**config.mk**
```make
export PLATFORM = sky130hd
export DESIGN_NAME = mte_stream_ctrl
export DESIGN_NICKNAME = d
export VERILOG_FILES = /design/src/rtl/mte_pkg.sv /design/src/rtl/mte_lat_tag.sv /design/src/rtl/mte_stream_ctrl.sv
export SDC_FILE = /design/constraint.sdc
export NUM_CORES = 1
export LEC_CHECK = 0
export ABC_AREA = 1
export CAP_MARGIN = 20
export CORE_ASPECT_RATIO = 0.75
export CORE_UTILIZATION = 54
export DETAILED_ROUTE_END_ITERATION = 8
export HOLD_SLACK_MARGIN = 0.1
export MAX_ROUTING_LAYER = met4
export PLACE_DENSITY = 0.84
export SLEW_MARGIN = 20
export SYNTH_ARGS = -nofsm -noshare
export SYNTH_HDL_FRONTEND = slang
export SYNTH_SLANG_ARGS = --single-unit
```
**constraint.sdc**
```tcl
create_clock -name clock -period 14.9 [get_ports clock]
set_clock_uncertainty 0.2 [all_clocks]
set_input_delay 2.98 -clock clock [delete_from_list [all_inputs] [get_ports clock]]
set_output_delay 2.98 -clock clock [all_outputs]
set_load 0.01 [all_outputs]
```
**src/rtl/mte_pkg.sv**
```systemverilog
// mte_pkg: shared state encoding and default sizing for the MTE stream controller
package mte_pkg;
   typedef enum logic [2:0] {IDLE, LOAD, ISSUE, DRAIN, SEND} mte_ctrl_state_t;
   localparam int MTE_N = 8;
   localparam int MTE_MSG_BYTES = 4;
   localparam int MTE_PIPE_LAT = 2;
endpackage

```
**src/rtl/mte_lat_tag.sv**
```systemverilog
// mte_lat_tag: LAT-deep 1-bit delay line that marks when a core result byte is ready
module mte_lat_tag #(
   parameter int LAT = 2
) (
   input  logic clock,
   input  logic reset,
   input  logic tag_in,
   output logic tag_out
);
   logic [LAT-1:0] sr;
   // shift one issue tag per clock; the oldest tag is the capture strobe
   always_ff @(posedge clock or posedge reset)
      if (reset) sr <= '0;
      else sr <= LAT'({sr, tag_in});
   assign tag_out = sr[LAT-1];
endmodule

```
**src/rtl/mte_stream_ctrl.sv**
```systemverilog
// mte_stream_ctrl: buffers a message, streams it through the MTE core and replays the results
module mte_stream_ctrl
   import mte_pkg::*;
#(
   parameter int N = MTE_N,
   parameter int MSG_BYTES = MTE_MSG_BYTES,
   parameter int PIPE_LAT = MTE_PIPE_LAT
) (
   input  logic         clock,
   input  logic         reset,
   input  logic         in_valid,
   output logic         in_ready,
   input  logic [N-1:0] in_data,
   input  logic [N-1:0] key_in,
   input  logic         mode_in,
   output logic [N-1:0] mte_key,
   output logic [N-1:0] mte_in,
   output logic         mte_sel,
   input  logic [N-1:0] mte_out,
   output logic         out_valid,
   input  logic         out_ready,
   output logic [N-1:0] out_data,
   output logic         out_last,
   output logic         busy
);
   localparam int CW = $clog2(MSG_BYTES + 1);
   localparam int D = 1 << CW;
   localparam logic [CW-1:0] LAST = CW'(MSG_BYTES - 1);
   localparam logic [CW-1:0] ONE = CW'(1);
   mte_ctrl_state_t state;
   logic [CW-1:0] ld_idx, is_idx, cap_idx, snd_idx;
   logic [N-1:0] ibuf [D];
   logic [N-1:0] obuf [D];
   logic cap;
   mte_lat_tag #(.LAT(PIPE_LAT)) u_tag (
      .clock(clock),
      .reset(reset),
      .tag_in(state == ISSUE),
      .tag_out(cap)
   );
   assign busy = state != IDLE;
   assign mte_in = state == ISSUE ? ibuf[is_idx] : '0;
   assign out_valid = state == SEND;
   assign out_data = out_valid ? obuf[snd_idx] : '0;
   assign out_last = out_valid && snd_idx == LAST;
   // message sequencer: load, issue, drain the core pipeline, then replay results
   always_ff @(posedge clock or posedge reset)
      if (reset) begin
         state <= IDLE;
         in_ready <= 1'b0;
         ld_idx <= '0;
         is_idx <= '0;
         cap_idx <= '0;
         snd_idx <= '0;
         mte_key <= '0;
         mte_sel <= 1'b0;
         for (int i = 0; i < D; i++) begin
            ibuf[i] <= '0;
            obuf[i] <= '0;
         end
      end else begin
         if (cap) begin
            obuf[cap_idx] <= mte_out;
            cap_idx <= cap_idx + ONE;
         end
         case (state)
            IDLE:
               if (in_valid && in_ready) begin
                  ibuf[0] <= in_data;
                  mte_key <= key_in;
                  mte_sel <= mode_in;
                  ld_idx <= ONE;
                  is_idx <= '0;
                  cap_idx <= '0;
                  snd_idx <= '0;
                  state <= MSG_BYTES == 1 ? ISSUE : LOAD;
                  in_ready <= MSG_BYTES != 1;
               end else in_ready <= 1'b1;
            LOAD:
               if (in_valid) begin
                  ibuf[ld_idx] <= in_data;
                  ld_idx <= ld_idx + ONE;
                  if (ld_idx == LAST) begin
                     state <= ISSUE;
                     in_ready <= 1'b0;
                  end
               end
            ISSUE: begin
               is_idx <= is_idx + ONE;
               if (is_idx == LAST) state <= DRAIN;
            end
            DRAIN:
               if (cap && cap_idx == LAST) state <= SEND;
            SEND:
               if (out_ready) begin
                  snd_idx <= snd_idx + ONE;
                  if (snd_idx == LAST) begin
                     state <= IDLE;
                     in_ready <= 1'b1;
                  end
               end
            default: state <= IDLE;
         endcase
      end
endmodule
```
### Word level (Yosys, flattened, before mapping)

Index checks and enable logic that the tools add are counted.
W data, S select, Z words.

| operators by class | value |
|---|---|
| $add $sub $neg | 4 |
| order comparisons | 6 |
| eq/ne operators | 15 |
| multiplexer cells | 39 |
| bitwise logic cells | 4 |
| reductions and logical operators | 18 |

Operators by type and width:

| kind | number |
|---|---|
| $bwmux W64 | 2 |
| $mux W8 | 9 |
| $mux W64 | 1 |
| $bmux W8 S3 | 2 |
| $demux W8 S3 | 2 |
| $mux W3 | 13 |
| $eq A3 B2 Y1 const B | 6 |
| $pmux W3 S2 | 3 |
| $ge A4 B4 Y1 const B | 4 |
| $not A3 Y4 | 4 |
| $pmux W8 S2 | 1 |
| $pmux W3 S5 | 1 |
| $add A3 B1 Y3 const B | 4 |
| $ne A2 B2 Y1 const B | 5 |
| $lt A4 B1 Y1 const B | 2 |
| $reduce_and A7 Y1 | 1 |
| $reduce_and A2 Y1 | 3 |
| $reduce_and A3 Y1 | 2 |
| $reduce_bool A2 Y1 | 3 |
| $reduce_bool A3 Y1 | 2 |
| $logic_and A1 B1 Y1 | 5 |
| $reduce_and A5 Y1 | 1 |
| $mux W1 | 4 |
| $ne A2 B1 Y1 const B | 2 |
| 4 further kinds | 4 |

| word-level totals | value |
|---|---|
| flip-flop bits (word level) | 155 |
| output and inout bits | 29 |
| logic and storage cells | 111 |

### Logic depth before layout (Yosys ltp)

Gate-level depths: netlist (run 1).

| logic depth | value |
|---|---|
| depth after elaboration | 8 |
| mapped depth | 11 |
| mapped depth without buffers | 9 |

### Modules after synthesis

A second synthesis (run 1) with hierarchy kept.

| second synthesis, totals | value |
|---|---|
| cell total of the unflattened synthesis | 974 |
| area, all modules | 7397.1 um^2 |

By module, submodules not included:

| module | times used | cells each | area an instance (um^2) |
|---|---|---|---|
| mte_stream_ctrl | 1 | 971 | 7343.3 |
| mte_lat_tag | 1 | 3 | 53.8 |

### Least setup slack after synthesis (run 1)

Ideal clock, no wire load.

| timing path | value |
|---|---|
| kind | register to output |
| from | register snd_idx[0] |
| to | output port out_data[0] |
| data arrival time | 1.296 ns |
| data required time | 11.720 ns |
| path slack | 10.424 ns |
| stages on the path, launching flop included | 8 |
| path buffers | 2 |
| cells stage by stage | dfrtp_1 buf_2 inv_1 clkbuf_1 nor2_1 o21ai_0 nor2_1 nor2_1 |

| between the ends | value |
|---|---|
| word-level cells in the longest chain between the ends | 5 |

Ends and longest elaborated chain:

| what | RTL line | RTL |
|---|---|---|
| from (decl) | mte_stream_ctrl.sv:31 | `logic [CW-1:0] ld_idx, is_idx, cap_idx, snd_idx;` |
| from (signal assigned) | mte_stream_ctrl.sv:96 | `snd_idx <= snd_idx + ONE;` |
| $not A3 Y4 (not written as such) | mte_stream_ctrl.sv:44 | `assign out_data = out_valid ? obuf[snd_idx] : '0;` |
| $bmux W8 S3 | mte_stream_ctrl.sv:44 |  |
| $mux W8 (not written as such) (2 in a row) | mte_stream_ctrl.sv:44 |  |
| $mux W8 | mte_stream_ctrl.sv:44 |  |
| to (decl) | mte_stream_ctrl.sv:22 | `output logic [N-1:0] out_data,` |

Every way passes these cells. The select of a mux whose other input is x is not followed.

### Final worst setup path (run 1)

| timing path | value |
|---|---|
| from | register is_idx[0] |
| to | output port mte_in[7] |

| between the ends | value |
|---|---|
| word-level cells in the longest chain between the ends | 5 |

Ends and longest elaborated chain:

| what | RTL line | RTL |
|---|---|---|
| from (decl) | mte_stream_ctrl.sv:31 |  |
| from (signal assigned) | mte_stream_ctrl.sv:89 | `is_idx <= is_idx + ONE;` |
| $not A3 Y4 (not written as such) | mte_stream_ctrl.sv:42 | `assign mte_in = state == ISSUE ? ibuf[is_idx] : '0;` |
| $bmux W8 S3 | mte_stream_ctrl.sv:42 |  |
| $mux W8 (not written as such) (2 in a row) | mte_stream_ctrl.sv:42 |  |
| $mux W8 | mte_stream_ctrl.sv:42 |  |
| to (decl) | mte_stream_ctrl.sv:17 | `output logic [N-1:0] mte_in,` |

Every way passes these cells. The select of a mux whose other input is x is not followed.

==> run metrics, run 1 <==
met3 routed WL 1.327 mm; CTS Buf Count 17; Netlist cell types 30; TritonCTS Sinks around 160; Initial Util 0.5571; cell area after synthesis around 7300 um^2; synth warn 0; post_cts resized 0; Vias between 6,000 and 7,000; ANT nets after route 0; measured slew at the worst slew-check pin roughly 1.1 ns; max-cap viol count 0; full die area between 10,000 and 15,000 um^2; Syn Area/Cell a little over 8 um^2; largest net degree at the start of global routing slightly above 100; max incr delay on CP slightly below 1 ns; Die X-Extent around 140 um; vias in the first global route between 5,000 and 6,000; Final Max Slew Viols 0; fin crit period approximately 6.4 ns; FMAX between 0.15 and 0.2 GHz; CP Buf/Inv Count 2; worst path cell trace inv_1 -> nor2_1 -> o21ai_0 -> a21oi_1 -> nor2_1 -> clkdlybuf4s50_1; top routing layer used met4; crit-path most repeated cell nor2_1; global-route wire length before repair roughly 29 mm; PwrDens around 220 nW/um^2; total leakage power around 0.0041 uW; die height just over 100 um; RSZ-0062 raised after global routing no; Worst IR Drop VDD ~0.12 mV; GRT Total Usage 0.2793; Required @ worst endpoint 11.72 ns; GRT overflow 0; Core Area about 13,000 um^2; area grow syn2layout 16.60%; CTS tree yes; CTS Root Cell clkbuf_16; WL met2 between 7 and 8 mm; n_diodes 0; DPL Wire Length roughly 11 mm; area leader, netlist dfrtp_1; Fin Setup TNS 0 ns; CTS H-tree lvls 4; FP Rows 36; setup bufs post-CTS 0; First-pass DRT Iterations 5; final hold violations 0; Vias/cell about 5.6; Net Count, Synth around 930; Yosys top cell area share 0.5312; CP top delay family buffers and inverters; Final GP Congestion between 0.8 and 0.9; CP Max Fanout 34; Power Total around 1800 uW; sequential share of the synthesized area 0.5312; drc violations 0; WL/cell about 16 um; cts hold-fix bufs 0; outcome complete, no violations; Clock Pin Slew Worst Setup and Hold Paths ~0.060 ns; IO Port Bufs 57; synth top area cells dfrtp_1 (53%), nand2_1 (13%), o21ai_0 (9.9%); fraction of layout instances using a drive strength above 1 0.08017; Bufs on Longest Clock Path 2; final worst-path cycle share 0.4287; CP arrival 3.21 ns; Rel. slew slack 0.2589; class of the worst hold path register to register; Post-Synthesis Cells 895; Seq cells post-synth between 150 and 200; Setup CP Type register to output pin; Iter 0 DRT Violations a little under 500; I/O Pins 58; CP endpoint kind output pin; initial antenna violation count 0; CP max stage cell dfrtp_1; Startpoint Class register; nets@finish approximately 970; M1 WL about 8.5 mm; later-pin clock latency in the skew report between 0.4 and 0.5 ns; DRT Wirelength ~18 mm; Final setup viols 0
==> cell usage in the layout, fill, tap and decap left out, types with 9 or more instances in the layout <==
| cell type | netlist | layout |
|---|---|---|
| a21oi_1 | 9 | 9 |
| clkbuf_16 | 0 | 17 |
| clkdlybuf4s50_1 | 0 | 57 |
| dfrtp_1 | 155 | 155 |
| inv_1 | 42 | 41 |
| nand2_1 | 253 | 253 |
| nand3_1 | 37 | 37 |
| nor2_1 | 118 | 118 |
| o21ai_0 | 144 | 144 |
| o21ai_1 | 34 | 34 |
| o21ai_2 | 16 | 16 |
==> worst paths after layout <==
| path | end | startpoint | slack [ns] | cells past startpoint |
|---|---|---|---|---|
| max | mte_in[7] | is_idx[0] | 8.51 | 6 |
| min | u_tag.sr[1] | u_tag.sr[0] | 0.16 | 0 |
| max reg2reg | in_ready | snd_idx[1] | 12.43 | 9 |
| min reg2reg | u_tag.sr[1] | u_tag.sr[0] | 0.16 | 0 |
| max in group asynchronous | cap_idx[0] | reset | 10.33 | 3 |
| min in group asynchronous | obuf[23] | reset | 2.93 | 2 |
==> logic make-up after synthesis <==
family / after synthesis / share of synthesized area
compound gates: 213 / 0.1573
fa+ha+maj: 8 / 0.01371
buf+inv: 90 / 0.05449
flops: 155 / 0.5312
simple gates: 429 / 0.2433
==> final cells by class <==
cell class	instances	area (um^2)
Clock inverter	14	170.2
Fill cell	1037	4593
Multi-Input combinational cell	650	3025
Timing Repair Buffer	60	593.1
Inverter	51	203.9
Clock buffer	18	429.2
Sequential cell	155	3879
Tap cell	171	214.0
==> state kept, by name (all words and copies together) (netlist names), 2 cells and up <==
signal    flops
cap_idx       3
ibuf         64
is_idx        3
ld_idx        3
mte_key       8
obuf         64
snd_idx       3
state         3
u_tag.sr      2
==> per-stage QoR <==
stage               hold WS [ns]    util  setup WS [ns]  instances  area [um^2]
global route              0.1691  0.6496          8.195       1119         8514
finish                    0.1552  0.6496          8.513       1119         8514
floorplan                 0.1312       -          7.542        895         7302
global placement          0.1327  0.6039          9.145       1087         7915
CTS                       0.1557  0.6496          8.579       1119         8514
detailed placement        0.1524  0.6039          9.074       1087         7915
==> metal layers <==
layer	global-route usage	vias up
li1	-	2990
met3	0.06834	30
met2	0.3803	264
met4	0.06838	0
met1	0.4139	2940
met5	-	-
==> cells in the mapped netlist, drive strengths merged <==
master and count:
clkbuf 27, a21oi 9, nand2 264, nor2 122, inv 49, clkinv 2
and2 1, o211ai 8, o21ai 194, nor3 2, buf 12, o22ai 2
nand4 1, dfrtp 155, nand3 37, nand3b 2, ha 8
==> where the power goes <==
group | switching [uW] | leakage, uW | total, uW | internal [uW]
Sequential | 157 | 0.00192 | 762 | 605
Clock | 189 | 0.000295 | 443 | 254
Combinational | 382 | 0.00189 | 634 | 253
Power figures use the tool's default switching activity.
==> inputs of run 2 (changes only) <==
==> constraint.sdc (replaced) <==
create_clock -name clock -period 6 [get_ports clock]
set_clock_uncertainty 0.2 [all_clocks]
set_input_delay 1.2 -clock clock [delete_from_list [all_inputs] [get_ports clock]]
set_output_delay 1.2 -clock clock [all_outputs]
set_load 0.01 [all_outputs]
==> run metrics, run 2 (synthesis gave the netlist of run 1 again) <==
outcome complete, no violations (unchanged); die height 102.7 um (unchanged); Core Area 13,110 um^2 (unchanged); Critical R2R Launch is_idx[0] (was snd_idx[1]); Clock Pin Slew Worst Setup and Hold Paths 0.07 ns (was 0.06 ns); Switching Fraction 0.3948 (was 0.3959); setup bufs post-CTS 0 (unchanged); Die X-Extent 136.3 um (unchanged); largest net degree at the start of global routing 95 (was 103); full die area 14,000 um^2 (unchanged); Initial Util 0.5571 (unchanged); final hold violations 0 (unchanged); CTS H-tree lvls 4 (unchanged); Final Max Slew Viols 0 (unchanged); layer with the highest usage met1 (unchanged); commonest non-fill, non-tap cells in the layout nand2_1 (253), dfrtp_1 (155), o21ai_0 (144) (unchanged); post_cts resized 0 (unchanged); TritonCTS Sinks 155 (unchanged); CTS Root Cell clkbuf_16 (unchanged); WL/cell 15.22 um (was 15.68 um); nets@finish 974 (was 972); total leakage power 0.004117 uW (was 0.004104 uW); Comb pwr share 0.344 (was 0.345); Required @ worst endpoint 4.60 ns (was 11.72 ns); non-filler cells in the finished layout 1,121 (was 1,119); switching power 1804 uW (was 728.5 uW); RSZ-0062 raised after global routing no (unchanged); Cells after DPL 1,089 (was 1,087); crit path launch is_idx[0] (unchanged); vias in the first global route 5,758 (was 5,692); Reg2Reg Depth 8 (was 9); initial antenna violation count 0 (unchanged); FP Rows 36 (unchanged); drc violations 0 (unchanged); FMAX about 0.22 GHz; biggest regs ibuf (64), obuf (64), mte_key (8) (unchanged); Worst R2R End state[0] (was in_ready); later-pin clock latency in the skew report 0.43 ns (was 0.42 ns); fraction of layout instances using a drive strength above 1 0.08211 (was 0.08017); CP arrival 3.19 ns (was 3.21 ns); I/O Pins 58 (unchanged); area grow syn2layout 16.91% (was 16.60%); CTS tree yes (unchanged); Setup crit end mte_in[7] (unchanged); Final GP Congestion 0.8771 (was 0.8524); ANT nets after route 0 (unchanged); CP endpoint kind output pin (unchanged); PwrDens 535.1 nW/um^2 (was 216.1 nW/um^2); Fin Setup TNS 0 ns (unchanged); fin crit period about 4.6 ns; Iter 0 DRT Violations 526 (was 485); GRT Total Usage 0.2786 (was 0.2793); Vias 6,118 (was 6,224); global-route wire length before repair 29.07 mm (was 29.04 mm); measured slew at the worst slew-check pin 1.002 ns (was 1.112 ns); final worst-path cycle share 0.7651; met3 Use GR 0.06932 (was 0.06834); CP Max Fanout 34 (unchanged); Bufs on Longest Clock Path 2 (unchanged); DRT Wirelength 17.07 mm (was 17.54 mm); clock group share of total power 0.243 (was 0.241); cts hold-fix bufs 0 (unchanged); CTS Buf Count 17 (unchanged); Final Hold Slack 0.1539 ns (was 0.1552 ns); IO Port Bufs 57 (unchanged); Rel. slew slack 0.3317 (was 0.2589); First-pass DRT Iterations 6 (was 5); n_diodes 0 (unchanged); worst reg-to-reg setup slack 3.65 ns (was 12.43 ns); Worst IR Drop VDD 0.2969 mV (was 0.1179 mV); class of the worst hold path register to register (unchanged); GR Layer Usage met1 0.4008 (was 0.4139); GRT overflow 0 (unchanged); Internal Power 2764 uW (was 1112 uW); Final setup viols 0 (unchanged); max-cap viol count 0 (unchanged); most common cell after layout, fill and taps aside nand2_1 (unchanged); Seq pwr share 0.413 (was 0.414); fillers 1,022 (was 1,037); Vias/cell 5.458 (was 5.562); Startpoint Class register (unchanged); DPL Wire Length 11.37 mm (was 11.46 mm); met2 usage 0.3940 (was 0.3803); Setup CP Type register to output pin (unchanged)
-- run 2: per-layer routing --
layer	share of wire	wire (um)
met1	0.48	8215
met2	0.43	7302
met3	0.080	1368
met4	0.010	178
met5	0	0
-- run 2: worst max-delay path: stages, from the launching register on --
cell and delay [ns]:
dfrtp_1 0.97, inv_1 0.68, o21ai_0 0.38, nand3_1 0.10, nand2_1 0.09, nor2_1 0.07, clkdlybuf4s50_1 0.48
-- run 2: layout make-up --
type / count / area [um^2] / area share
clock inverter: 14 / 177.7 / 0.02081
timing repair buffer: 62 / 608.1 / 0.07123
inverter: 51 / 203.9 / 0.02389
clock buffer: 18 / 429.2 / 0.05027
tap: 171 / 214.0 / 0.02506
sequential: 155 / 3879 / 0.4543
multi-input combinational: 650 / 3025 / 0.3544
-- run 2: through the flow --
stage / area [um^2] / power, uW / utilization / setup slack [ns]
4_1_cts: 8537 / 4561 / 0.6513 / 1.463
3_5_place_dp: 7930 / 3432 / 0.6050 / 1.975
2_1_floorplan: 7302 / 2935 / - / 0.4218
3_3_place_gp: 7930 / 3364 / 0.6050 / 2.053
6_report: 8537 / 4568 / 0.6513 / 1.409
5_1_grt: 8537 / 4932 / 0.6513 / 1.196
-- run 2: worst min-delay path by stage --
stage / depth (start not counted) / start / endpoint / slack (ns)
6_report: 0 / u_tag.sr[0] / u_tag.sr[1] / 0.15
2_1_floorplan: 0 / u_tag.sr[0] / u_tag.sr[1] / 0.13
4_1_cts: 0 / u_tag.sr[0] / u_tag.sr[1] / 0.16
5_1_grt: 0 / u_tag.sr[0] / u_tag.sr[1] / 0.17
3_3_place_gp: 0 / u_tag.sr[0] / u_tag.sr[1] / 0.13
3_5_place_dp: 0 / u_tag.sr[0] / u_tag.sr[1] / 0.14
-- run 2: power groups by stage --
stage                     registers (uW)  logic [uW]  clock network (uW)
after floorplan                     1740        1200                   0
after global placement              1870        1490                   0
after detailed placement            1870        1560                   0
after CTS                           1870        1570                1120
after global routing                1940        1820                1170
final                               1890        1570                1110
